$ cat src/rtl/a2bus_host.sv
// Apple II style bus host: turns a one-deep command register into 7M-phased
// bus cycles with registered PHI, select and data-enable outputs.
module a2bus_host #(
    parameter logic [2:0] SLOT   = 3'd7,
    parameter int         LONGEN = 1
) (
    input  logic        C7M,
    input  logic        RES,
    input  logic        REQ,
    output logic        RDY,
    input  logic [15:0] REQA,
    input  logic        REQW,
    input  logic [7:0]  REQD,
    output logic        DONE,
    output logic [7:0]  RDATA,
    output logic        PHI0,
    output logic        PHI1,
    output logic [15:0] A,
    output logic        nWE,
    output logic [7:0]  Dout,
    output logic        DOE,
    input  logic [7:0]  Din,
    output logic        nDEVSEL,
    output logic        nIOSEL,
    output logic        nIOSTRB
);

    logic [2:0]  p;
    logic [6:0]  cyc;

    // held (accepted, not yet launched) command
    logic        hv;
    logic [15:0] ha;
    logic        hw;
    logic [7:0]  hd;

    // command occupying the current bus cycle
    logic        cv;
    logic        cw;
    logic [7:0]  cd;

    logic [2:0]  last;
    logic [2:0]  p_nxt;
    logic        wrap;
    logic        accept;
    logic        dev_hit;
    logic        io_hit;
    logic        strb_hit;
    logic        drive;

    assign RDY = ~hv;

    always_comb begin
        last     = ((LONGEN != 0) && (cyc == 7'd64)) ? 3'd7 : 3'd6;
        wrap     = (p == last);
        p_nxt    = wrap ? 3'd0 : p + 3'd1;
        accept   = REQ && !hv;
        dev_hit  = cv && (A[15:4] == (12'hC08 + {9'd0, SLOT}));
        io_hit   = cv && (A[15:8] == {5'b11000, SLOT});
        strb_hit = cv && (A[15:11] == 5'b11001);
        drive    = cv && cw && (p_nxt >= 3'd4);
    end

    // Selects and PHI are computed from the next phase so the registered
    // outputs line up with the phase counter itself.
    always_ff @(posedge C7M) begin
        if (RES) begin
            p       <= '0;
            cyc     <= '0;
            hv      <= 1'b0;
            ha      <= '0;
            hw      <= 1'b0;
            hd      <= '0;
            cv      <= 1'b0;
            cw      <= 1'b0;
            cd      <= '0;
            PHI1    <= 1'b1;
            PHI0    <= 1'b0;
            A       <= '0;
            nWE     <= 1'b1;
            nDEVSEL <= 1'b1;
            nIOSEL  <= 1'b1;
            nIOSTRB <= 1'b1;
            DOE     <= 1'b0;
            Dout    <= '0;
            DONE    <= 1'b0;
            RDATA   <= '0;
        end else begin
            p    <= p_nxt;
            DONE <= 1'b0;
            if (wrap) begin
                cyc  <= (cyc == 7'd64) ? 7'd0 : cyc + 7'd1;
                DONE <= cv;
                if (cv && !cw) begin
                    RDATA <= Din;
                end
                cv  <= hv;
                cw  <= hv && hw;
                cd  <= hv ? hd : 8'h00;
                A   <= hv ? ha : 16'h0000;
                nWE <= !(hv && hw);
                hv  <= 1'b0;
            end
            // Launch sees the register as it was before this edge, so a
            // command accepted on the P0-entry edge waits a full bus cycle.
            if (accept) begin
                hv <= 1'b1;
                ha <= REQA;
                hw <= REQW;
                hd <= REQD;
            end
            PHI1    <= (p_nxt < 3'd3);
            PHI0    <= (p_nxt >= 3'd3);
            nDEVSEL <= !(dev_hit && (p_nxt >= 3'd3));
            nIOSEL  <= !(io_hit && (p_nxt >= 3'd3));
            nIOSTRB <= !(strb_hit && (p_nxt >= 3'd3));
            DOE     <= drive;
            Dout    <= drive ? cd : 8'h00;
        end
    end

endmodule

$ cat config.mk
export PLATFORM = sky130hd
export DESIGN_NAME = a2bus_host
export DESIGN_NICKNAME = d
export VERILOG_FILES = /design/src/rtl/a2bus_host.sv
export SDC_FILE = /design/constraint.sdc
export NUM_CORES = 1
export LEC_CHECK = 0
export BUFFER_PORTS_ARGS = -buffer_cell sky130_fd_sc_hd__buf_2
export CAP_MARGIN = 20
export CORE_MARGIN = 4
export CORE_UTILIZATION = 45
export DETAILED_ROUTE_END_ITERATION = 8
export MAX_ROUTING_LAYER = met4
export PLACE_DENSITY = 0.69
export SYNTH_ARGS = -nofsm -noshare
export SYNTH_HDL_FRONTEND = slang
export SYNTH_SLANG_ARGS = --single-unit
$ cat constraint.sdc
create_clock -name C7M -period 2.6 [get_ports C7M]
set_clock_uncertainty 0.1 [all_clocks]
set_input_delay 0.52 -clock C7M [delete_from_list [all_inputs] [get_ports C7M]]
set_output_delay 0.52 -clock C7M [all_outputs]
set_load 0.02 [all_outputs]
After elaboration in Yosys (flattened, before gate mapping). Cells that the tools add are included.

Muxes and demuxes: 7. $add $sub $neg: 2. Reduce and logical (&&, ||, !) cells: 21. Bitwise logic cells: 3. Order comparisons: 3. Eq/ne operators: 5.

Operators with widths (count): 16-bit two-way mux (1); 12-bit equality test (second input constant) (1); 1-bit logical AND (11); 8-bit equality test (second input constant) (1); 8-bit two-way mux (1); 7-bit by 1-bit adder with 7-bit output (second input constant) (1); 7-bit equality test (second input constant) (1); 7-bit two-way mux (1); 1-bit zero test (6); 5-bit equality test (second input constant) (1); 2-bit OR reduction (2); 3-bit by 1-bit adder with 3-bit output (second input constant) (1); 3-bit equality test (1); 3-bit by 2-bit greater-or-equal comparator with 1-bit output (second input constant) (1); 3-bit greater-or-equal comparator (second input constant) (1); 3-bit by 2-bit < comparator with 1-bit output (second input constant) (1); 1-bit two-way mux (3); 3-bit two-way mux (1); 1-bit inverter (3); 2-bit AND reduction (1); 2-bit nonzero test (1).

Output and inout bits: 41. Flip-flop bits (word level): 86.

Longest topological paths before layout. Gate-level depths: netlist of run 1.

Depth after elaboration: 8. Depth in mapped cells: 8.

Least setup slack after synthesis of run 1. No wires, ideal clock.

Path type: reg2reg. Start point: reg cyc[2]. End point: reg nWE. Cell stages (with the launch flop): 7. Slack: 0.504 ns. Buffers on the path: 2. Arrival time: 1.856 ns. Data required time: 2.360 ns. Period minus slack after synthesis: 2.096 ns. Cells stage by stage: dfxtp_1 -> or4b_4 -> or3_1 -> buf_6 -> a21oi_4 -> buf_6 -> a22oi_1.

Longest elaborated chain between the ends: 3.

RTL lines: from (decl) (RTL line 29) `logic [6:0] cyc;`; from (signal assigned) (RTL line 92) `cyc <= (cyc == 7'd64) ? 7'd0 : cyc + 7'd1;`; 7-bit equality test (RTL line 54) `last = ((LONGEN != 0) && (cyc == 7'd64)) ? 3'd7 : 3'd6;`; 1-bit two-way mux (RTL line 54); 3-bit equality test (RTL line 55) `wrap = (p == last);`; to (signal assigned) (RTL line 101) `nWE <= !(hv && hw);`; to (decl) (RTL line 19) `output logic nWE,`.

No other way between the ends. A chain may end at the register's enable or synchronous reset.

Worst setup path after layout of run 1.
Start point: reg cyc[2]. End point: reg RDATA[3].

Longest elaborated chain between the ends: 4.

RTL lines: 7-bit equality test (RTL line 54); 1-bit two-way mux (RTL line 54); 3-bit equality test (RTL line 55); 2-bit AND reduction (no line); to (signal assigned) (RTL line 95) `RDATA <= Din;`; to (decl) (RTL line 15) `output logic [7:0] RDATA,`.

No other way between the ends.

==> impl_metrics.tcl, run 1 <==
set metrics [dict create \
    dieArea_sq_um 8334 \
    drtIter0Drc 149 \
    fin_area_sq_um 3782 \
    cp.required_ps 2770 \
    rsz0062_at_grt "false" \
    syn_to_final_growth_pct 21.16 \
    crit_type "reg2reg" \
    max_cap_violations 0 \
    final_cell_mix "dfxtp_1, buf_2, nand2_1" \
    seqCellArea_sq_um 1722 \
    slew_viol_final 0 \
    crit_path_max_fanout 8 \
    cts_buffers 9 \
    synthSimpleGateAreaFrac 0.2080 \
    avgRoutedWirePerCell_um 14.35 \
    wl_um 6903 \
    portBuffers 76 \
    via_per_inst 5.135 \
    grt_pass1_wl_um 11610 \
    synth_compound_area_frac 0.1511 \
    coreArea_sq_um 6756 \
    ios 77 \
    hold_viol 0 \
    peakVddDrop_mv 0.3818 \
    synthMuxAreaShare 0.02565 \
    initial_core_util 0.4620 \
    post-route-drc-count 0 \
    clock-root-buffer "clkbuf_8" \
    cts_tree "yes" \
    finalWeightedCongestion 0.8585 \
    clk_latency_ps 350 \
    hold_buffers 0 \
    rows 30 \
    cts_resized 0 \
    period_needed_ps 2276 \
    detail-route-antenna-nets 0 \
    path_buf_inv 0 \
    nets 435 \
    antenna_cells 0 \
    synthAdderAreaFrac 0.01202 \
    fillers 623 \
    cp_top_family "simple AND/OR/NAND/NOR gates" \
    clk_path_buf_depth 2 \
    grt.met3_usage 0.03563 \
    clkTransAtPathRegs_ps 90 \
    synth.distinct_cells 37 \
    cp-start-kind "flop" \
    worstPathArrival_ps 2440 \
    synth-xor-area-share 0.01403 \
    fin_ws_ps 323.6 \
    syn_inst 322 \
    hpwl_um 4742 \
    multi_input_area_sq_um 1290 \
    setup-tns-final_ps 0 \
    synth_nets 361 \
    setup_viol 0 \
    layout_commonest_cell "dfxtp_1" \
    cts.sinks 86 \
    fin_crit_sh 0.8755 \
    synth_area_sq_um 3122 \
    crit_slowest_cell "or4b_4" \
    grt_pass1_vias 2406 \
    die_h_um 91.29 \
    synth_edf_count 0 \
    busiest_layer "met2" \
    htreeDepth 3 \
    avgSynthCellArea_sq_um 9.695 \
    dr.pass1.iters 4 \
    p_per_area_nw_per_um2 660.8 \
    grt.overflow.total 0 \
    p_leak_uw 0.001592 \
    ys_warn_count 0 \
    ys_ff_latch 86 \
    pre_cts_ws_ps 338.9 \
    ys_async_sr_fraction 0 \
    slew-limit-headroom 0.5873 \
    antenna_found_initial 0 \
    crit_path_end_kind "flop" \
    grt_max_degree 32 \
    synth_top_family_by_area "simple AND/OR/NAND/NOR gates" \
    vias 2470 \
    drive_above_1_share 0.2893 \
    use_met1 0.2323 \
    die-width_um 91.29 \
    hold_path_class "in2reg" \
    grt_usage 0.1784 \
    postCtsSetupBuffers 0 \
    placed_area_sq_um 3576 \
    tightest_slew_ps 613.3 \
    critical-path-max-stage-delay_ps 570 \
    outcome "complete, no violations" \
    synth_top_flop_cell "dfxtp_1" \
    max_freq_mhz 439.3 \
    grt.met2_usage 0.2636 \
    seq_area_frac_synth 0.5515 \
    crit_chain "or4b_4 > or3_1 > a21oi_4 > mux2i_1" \
]
-- metrics by stage --
stage	hold WS (ps)	util	instances	power [uW]
2_1_floorplan	292.5	-	322	1507
4_1_cts	275.8	0.5598	481	2524
6_report	289.2	0.5598	481	2499
3_5_place_dp	344.1	0.5293	465	1576
3_3_place_gp	332.6	0.5293	465	1572
5_1_grt	273.8	0.5598	481	2609
-- registers in the layout, indices dropped and copies added, names as in the netlist --
register,flops
nIOSEL,1
RDATA,8
cv,1
hd,8
nDEVSEL,1
cd,8
hw,1
PHI0,1
p,3
hv,1
Dout,8
cw,1
DONE,1
cyc,7
PHI1,1
ha,16
nWE,1
nIOSTRB,1
A,16
DOE,1
-- synth_stat cells (all sizes together) (2+ instances only) --
library cell  count  area (sq um)
ha                3         37.54
and2              3         18.77
nand4b            2         17.52
nor3              4         20.02
a21oi            31         177.7
mux2i             8         80.08
a22oi             2         15.01
nand3            11         55.05
nand2b           21         131.4
buf               6         46.29
clkbuf           14         52.55
inv               5         18.77
nand4             6         37.54
dfxtp            86          1722
nand2            56         210.2
nor2             14         52.55
nor2b             3         18.77
xor2              5         43.79
nor4b             2         17.52
and4b             2         20.02
o21ai             3         15.01
a22o             25         232.7
-- cell families (layout without fill, tap and decap cells) --
group | after synthesis | count (layout)
AND/OR/NAND/NOR | 130 | 130
flip-flops | 86 | 86
buffers and inverters | 25 | 104
multiplexers | 8 | 8
adder cells (fa/ha/maj) | 3 | 3
XOR/XNOR | 5 | 5
AO/OA/AOI/OAI | 65 | 65
-- area by class of cell --
class	instances	share of cell area
clock buffer	10	0.03639
tap	80	0.02646
clock inverter	6	0.01819
inverter	5	0.004962
multi-input combinational	211	0.3411
sequential	86	0.4552
timing repair buffer	83	0.1178
-- where the power goes --
| part | internal, uW | switching, uW | total (uW) |
|---|---|---|---|
| Combinational | 67.2 | 97.7 | 165 |
| Sequential | 1350 | 25.6 | 1380 |
| Clock | 475 | 481 | 956 |
-- worst reg2reg max path: stages, from the launching register on --
cell and delay [ps]:
dfxtp_1 370, or4b_4 570, or3_1 500, a21oi_4 400, mux2i_1 250
-- worst paths after layout --
kind | from | endpoint | slack (ps) | cells past startpoint
worst max-delay path | cyc[2]$_SDFFE_PP0P_ | RDATA[3]$_SDFFE_PP0P_ | 320 | 4
worst min-delay path | REQA[3] | ha[3]$_SDFFE_PP0P_ | 290 | 3
worst max register to register | cyc[2]$_SDFFE_PP0P_ | RDATA[3]$_SDFFE_PP0P_ | 320 | 4
worst min register to register | cd[7]$_SDFFE_PP0P_ | Dout[7]$_SDFF_PP0_ | 340 | 2
-- metal layers --
metal | up-vias | share of wire
li1 | 1257 | -
met1 | 1122 | 0.47
met2 | 80 | 0.45
met3 | 11 | 0.060
met4 | 0 | 0.019
met5 | - | 0
(Power assumes the default switching activity.)
==> run 2: changes to the inputs <==
--- a/config.mk
+++ b/config.mk
@@ -11,7 +11,7 @@
 export CORE_UTILIZATION = 45
 export DETAILED_ROUTE_END_ITERATION = 8
 export MAX_ROUTING_LAYER = met4
-export PLACE_DENSITY = 0.69
+export PLACE_DENSITY_LB_ADDON = 0.15
 export SYNTH_ARGS = -nofsm -noshare
 export SYNTH_HDL_FRONTEND = slang
 export SYNTH_SLANG_ARGS = --single-unit
==> impl_metrics.tcl, run 2 (synthesis gave the netlist of run 1 again) <==
set metrics [dict create \
    outcome "complete, no violations" \
    final_cell_mix "dfxtp_1, buf_2, nand2_1" \
    drive_above_1_share 0.2875 \
    worstPathArrival_ps 2410 \
    fillers 642 \
    p_leak_uw 0.001595 \
    cp.required_ps 2770 \
    peakVddDrop_mv 0.2721 \
    hold_viol 0 \
    avgRoutedWirePerCell_um 14.09 \
    clk_path_buf_depth 2 \
    p_per_area_nw_per_um2 669.4 \
    period_needed_ps 2243 \
    wl_um 6763 \
    setup-tns-final_ps 0 \
    postCtsSetupBuffers 0 \
    grt_max_degree 35 \
    cp-start-kind "flop" \
    crit_chain "or4b_4 > or3_1 > a21oi_4 > mux2i_1" \
    max_freq_mhz 445.8 \
    dr.pass1.iters 4 \
    r2r_start "cyc[2]$_SDFFE_PP0P_" \
    slew_viol_final 0 \
    min_from "REQA[0]" \
    hold_buffers 0 \
    die_h_um 91.29 \
    slew-limit-headroom 0.6232 \
    crit_slowest_cell "or4b_4" \
    syn_to_final_growth_pct 21.28 \
    seqCellArea_sq_um 1722 \
    hold_path_class "in2reg" \
    p_int_uw 1956 \
    cp-startpoint "cyc[2]$_SDFFE_PP0P_" \
    drtIter0Drc 85 \
    combPwrFrac 0.066 \
    vias 2467 \
    cp_top_family "simple AND/OR/NAND/NOR gates" \
    pwr-share-clk 0.391 \
    power_uw 2535 \
    tightest_slew_ps 560.1 \
    switchingPower_uw 578.9 \
    detail-route-antenna-nets 0 \
    cts_resized 0 \
    cts_tree "yes" \
    cts_buffers 9 \
    dieArea_sq_um 8334 \
    grt.overflow.total 0 \
    power_frac_seq 0.543 \
    grt_pass1_vias 2327 \
    rows 30 \
    layout_commonest_cell "dfxtp_1" \
    max_cap_violations 0 \
    clock-root-buffer "clkbuf_8" \
    post-route-drc-count 0 \
    antenna_cells 0 \
    antenna_found_initial 0 \
    grt_usage 0.1704 \
    grt_pass1_wl_um 11160 \
    power_switching_share 0.2284 \
    ios 77 \
    coreArea_sq_um 6756 \
    crit_path_max_fanout 8 \
    critical-path-max-stage-delay_ps 570 \
    die-width_um 91.29 \
    finalWeightedCongestion 0.8415 \
    initial_core_util 0.4620 \
    rsz0062_at_grt "false" \
    biggestRegsByFlops "A x16, ha x16" \
    hpwl_um 4581 \
    htreeDepth 3 \
    portBuffers 76 \
    path_buf_inv 0 \
    crit_type "reg2reg" \
    fin_crit_sh 0.8627 \
    crit_path_end_kind "flop" \
    setup_viol 0 \
    clk_latency_ps 350 \
    nets 435 \
    via_per_inst 5.140 \
    clkTransAtPathRegs_ps 90 \
    cts.sinks 86 \
    multi_input_area_sq_um 1290 \
]
## run 2: worst paths after layout
check | to | slack (ps) | cells past startpoint
worst max-delay path | RDATA[0]$_SDFFE_PP0P_ | 360 | 4
worst min-delay path | ha[0]$_SDFFE_PP0P_ | 300 | 3
worst max register to register | RDATA[0]$_SDFFE_PP0P_ | 360 | 4
worst min register to register | Dout[7]$_SDFF_PP0_ | 360 | 2
## run 2: stage by stage
step | area (sq um) | hold slack [ps] | utilization | cells | worst slack, ps
2_1_floorplan | 3122 | 292.5 | - | 322 | 504.1
3_3_place_gp | 3576 | 337.1 | 0.5293 | 465 | 433.6
3_5_place_dp | 3576 | 338.3 | 0.5293 | 465 | 369.3
4_1_cts | 3786 | 283.4 | 0.5604 | 480 | 343.4
5_1_grt | 3786 | 297.6 | 0.5604 | 480 | 255.2
6_report | 3786 | 297.9 | 0.5604 | 480 | 356.9
## run 2: cell type report
| type | instances | share of cell area |
|---|---|---|
| clock buffer | 9 | 0.03272 |
| timing repair buffer | 83 | 0.1176 |
| sequential | 86 | 0.4547 |
| multi-input combinational | 211 | 0.3407 |
| inverter | 5 | 0.004957 |
| clock inverter | 6 | 0.02280 |
| tap | 80 | 0.02644 |
## run 2: worst min-delay path, cell delays in order
cell	delay, ps
buf_2	90
nand2_1	40
a21oi_1	50
## run 2: power by group through the flow
stage	clock network, uW	registers, uW	logic, uW
3_3_place_gp	0	1410	168
6_report	991	1380	167
4_1_cts	1020	1380	170
3_5_place_dp	0	1410	169
2_1_floorplan	0	1410	99.6
5_1_grt	1070	1380	187
## run 2: layer usage
layer	share of wire	global-route usage	wire length, um	vias up
li1	-	-	-	1253
met1	0.50	0.2243	3395	1140
met2	0.44	0.2575	2947	64
met3	0.046	0.03314	310	10
met4	0.016	0.07035	110	0
met5	0	-	0	-
